File: src/rtl/ptos_serializer.sv
// ptos_serializer: parallel-to-serial symbol transmitter with a one-word holding
// register, idle-symbol fill and a post-reset alignment phase.
module ptos_serializer #(
   parameter int unsigned      WIDTH       = 8,
   parameter logic [WIDTH-1:0] IDLE_SYM    = 8'hBC,
   parameter int unsigned      ALIGN_WORDS = 2,
   parameter bit               LSB_FIRST   = 1'b0
) (
   input  logic             clk,
   input  logic             reset,
   input  logic [WIDTH-1:0] in,
   input  logic             in_valid,
   output logic             in_ready,
   output logic             out,
   output logic             word_start,
   output logic             out_is_data,
   output logic             aligned
);
   localparam int unsigned     BCW        = $clog2(WIDTH);
   localparam int unsigned     ACW        = (ALIGN_WORDS > 1) ? $clog2(ALIGN_WORDS) : 1;
   localparam logic [BCW-1:0]  BIT_LAST   = BCW'(WIDTH - 1);
   localparam logic [ACW-1:0]  ALIGN_LAST = ACW'(ALIGN_WORDS - 1);

   typedef enum logic {ALIGN, ACTIVE} state_t;

   state_t           state, state_nxt;
   logic [WIDTH-1:0] shift_reg, hold_reg;
   logic [BCW-1:0]   bit_cnt;
   logic [ACW-1:0]   align_cnt;
   logic             hold_full, sym_is_data;
   logic             boundary, load_data, accept;

   always_comb begin
      boundary  = (bit_cnt == BIT_LAST);
      load_data = boundary && (state == ACTIVE) && hold_full;
      accept    = in_valid && in_ready;
      state_nxt = state;
      if (state == ALIGN && boundary && align_cnt == ALIGN_LAST)
         state_nxt = ACTIVE;
   end

   always_ff @(posedge clk or posedge reset) begin
      if (reset) state <= ALIGN;
      else       state <= state_nxt;
   end

   always_ff @(posedge clk or posedge reset) begin
      if (reset) begin
         shift_reg   <= '0;
         hold_reg    <= '0;
         bit_cnt     <= BIT_LAST;
         align_cnt   <= '0;
         hold_full   <= 1'b0;
         sym_is_data <= 1'b0;
      end else begin
         if (boundary) begin
            bit_cnt     <= '0;
            shift_reg   <= load_data ? hold_reg : IDLE_SYM;
            sym_is_data <= load_data;
            if (state == ALIGN)
               align_cnt <= (align_cnt == ALIGN_LAST) ? '0 : align_cnt + ACW'(1);
         end else begin
            bit_cnt   <= bit_cnt + BCW'(1);
            shift_reg <= LSB_FIRST ? (shift_reg >> 1) : (shift_reg << 1);
         end
         // accept needs hold_full low and consume needs it high, so at most one fires
         if (load_data) begin
            hold_full <= 1'b0;
         end else if (accept) begin
            hold_full <= 1'b1;
            hold_reg  <= in;
         end
      end
   end

   // bit_cnt sits at WIDTH-1 until the first boundary, so word_start stays low until then
   assign word_start  = (bit_cnt == '0);
   assign out         = LSB_FIRST ? shift_reg[0] : shift_reg[WIDTH-1];
   assign out_is_data = sym_is_data;
   assign aligned     = (state == ACTIVE);
   assign in_ready    = (state == ACTIVE) && !hold_full;

endmodule

File: config.mk
export PLATFORM = sky130hd
export DESIGN_NAME = ptos_serializer
export DESIGN_NICKNAME = d
export VERILOG_FILES = /design/src/rtl/ptos_serializer.sv
export SDC_FILE = /design/constraint.sdc
export NUM_CORES = 1
export LEC_CHECK = 0
export CORE_UTILIZATION = 50
export CTS_CLUSTER_SIZE = 40
export DETAILED_ROUTE_END_ITERATION = 10
export GPL_ROUTABILITY_DRIVEN = 0
export PLACE_DENSITY_LB_ADDON = 0.05
export SETUP_SLACK_MARGIN = 0.2
export SYNTH_ARGS = -nofsm -noshare
export SYNTH_HDL_FRONTEND = slang
export SYNTH_SLANG_ARGS = --single-unit
File: constraint.sdc
create_clock -name clk -period 1.9 [get_ports clk]
set_input_delay 0.38 -clock clk [delete_from_list [all_inputs] [get_ports clk]]
set_output_delay 0.38 -clock clk [all_outputs]
set_load 0.1 [all_outputs]
==> reports/results.txt <==
RSZ-0062 raised after global routing: yes
CP max FO: 2
Via Count: 577
Non-Filler Instances: 120
TritonCTS Buffers: 3
final setup TNS: 0 ns
GR Overflow Total: 0
Setup Skew: 0.006602 ns
# setup viols final: 0
worst skew pair latency: 0.31 ns
DRT iter0 DRCs: 9
leakage power: 0.5819 nW
die area: 2091 µm²
Clk Tree Root Cell: clkbuf_4
Fillers: 137
Syn Nets: 88
critical path type: reg2out
Hold Path Class: in2async
Cell Chain, Critical Path: inv_2, ha_4, nor2b_4, buf_12
Synth area leaders: dfrtp_1 52%, dfstp_2 8.2%, mux2_2 7.1%, mux2_4 4.7%, ha_1 3.9%
Crit path required time: 1.52 ns
Starting Density: 0.5418
pins over their slew limit: 0
antenna violations before repair: 0
Yosys warnings: 0
max incr delay on CP: 0.56 ns
Vias/cell: 4.808
chip width: 45.73 µm
pre-CTS setup slack: 0.3717 ns
Core Util, Final: 0.6993
WL/cell: 11.66 µm
power per cell area: 744.9 nW/µm²
drt drc: 0
Post-CTS Hold Buffers: 0
row count: 15
sequential area share after synthesis: 0.6060
Die Y: 45.73 µm
first-pass GRT wire length: 2.387 mm
combinational power share: 0.159
FMAX: 588.5 MHz
Buffers on Ports: 15
total power: 0.9190 mW
number of global-route vias before repair: 566
Synth cell types: 20
Syn-to-layout area delta: 29.06%
Clk pwr share: 0.235
Max-slew headroom: 0.7452
top cell type's share of synthesized area: 0.5236
clock-pin slew on the worst setup and hold paths: 0.12 ns
internal power: 0.6854 mW
FF+latch count, synth: 23
CTS tree: built
Hold Violations, Final: 0
final antenna-violating net count: 0
DPL Wire Length: 1.063 mm
Multi-input gate area: 334.1 µm²
Crit-path slowest cell: dfstp_2
Post-Place Cells: 114
FF+latch area: 583.1 µm²
Synth area leader: dfrtp_1
placed instance area: 1179 µm²
Avg Cell Area, Syn: 12.92 µm²
slew at the pin closest to its max-slew limit: 0.3817 ns
crit start category: flop
Post-Syn Area: 955.9 µm²
MaxCap Viol Count: 0
fin area: 1234 µm²
Initial DRT Pass Iterations: 3
antenna cells: 0
GRT Util Overall: 0.1682
CP arrival: 1.32 ns
Final nets: 110
final worst path period share: 0.8944
clock tree sinks: 23
clock tree buffer depth: 2
final hold slack: 0.3342 ns
H-tree depth: 1
CP Capture Type: primary output
fraction of layout cells with a size suffix above 1: 0.3684
switching part of the total: 0.2542
drt total wl: 1.399 mm
Core ar.: 1764 µm²
post-synthesis cell count: 74
num ports: 16
maximum vdd ir drop: 0.0005622 V
fin crit period: 1.699 ns
largest net degree at the start of global routing: 14
outcome: complete, no violations
Flop pwr share: 0.606
final worst slack: 0.2007 ns
sw power: 0.2336 mW
-- power groups by stage --
stage | clock network [mW] | registers [mW] | logic, mW
global placement | 0 | 0.566 | 0.146
finish | 0.216 | 0.557 | 0.146
CTS | 0.229 | 0.558 | 0.148
global route | 0.245 | 0.564 | 0.160
floorplan | 0 | 0.589 | 0.0772
detailed placement | 0 | 0.567 | 0.148
-- layout make-up --
type	count	share of cell area
timing repair buffer	21	0.1785
clock inverter	1	0.004057
tap	25	0.02536
sequential	23	0.4726
inverter	10	0.03043
multi-input combinational	37	0.2708
clock buffer	3	0.01826
-- synth_stat cells, drive strengths merged --
master	count
o21ai	2
buf	4
a21oi	2
nand3b	1
nand4	2
dfrtp	20
and3	1
nor2	6
xnor2	1
a31oi	5
nor2b	2
mux2	9
dfstp	3
a21o	1
nand2b	1
inv	10
ha	3
and2	1
-- worst paths after layout --
path                       cells after the start           end  startpoint  slack, ns
min in group clk                               1     align_cnt   align_cnt       0.50
setup / recovery                               4    word_start  bit_cnt[1]       0.20
setup reg to reg                               6  shift_reg[1]  bit_cnt[0]       0.32
max in group asynchronous                      3   out_is_data       reset       1.11
hold / removal                                 2  shift_reg[5]       reset       0.33
hold reg to reg                                1     align_cnt   align_cnt       0.50
-- layer usage --
layer  track usage  share of wire  routed length, µm  vias up
met5             0              0                  0        -
met4       0.05294         0.0093                 13        0
met3       0.05952          0.045                 63        2
met2        0.2800           0.49                681       12
met1        0.2042           0.46                641      279
li1              -              -                  -      284
-- critical path, delay by kind of cell (launching register included) --
family,cells,cell delay (ns)
flops,1,0.56
simple gates,1,0.12
fa+ha+maj,1,0.14
buf+inv,2,0.20
-- cells by family after synthesis --
family,after synthesis,share of synthesized area
AND/OR/NAND/NOR,14,0.09294
flip-flops,23,0.6060
adder cells (fa/ha/maj),3,0.03927
multiplexers,9,0.1178
XOR/XNOR,1,0.009164
AO/OA/AOI/OAI,10,0.06152
buffers and inverters,14,0.07330
-- placed cells by master (no fill, tap or decap), drive strengths merged --
cell type and instances:
clkdlybuf4s50 10, a21oi 2, nor2b 2, nand4 2
inv 10, buf 11, a31oi 5, xnor2 1
a21o 1, o21ai 2, mux2 9, ha 3
clkinv 1, clkbuf 3, and3 1, dfstp 3
dfrtp 20, and2 1, nand2b 1, nor2 6
nand3b 1
-- timing repair --
item,4_1_cts,5_1_grt
pin swaps,1,0
endpoints found under the setup margin,1,2
hold endpoints to repair,0,0
buffers inserted,2,0
gates cloned,0,0
gates resized for setup,3,1
No activity file was read; power rests on OpenSTA's default activity.
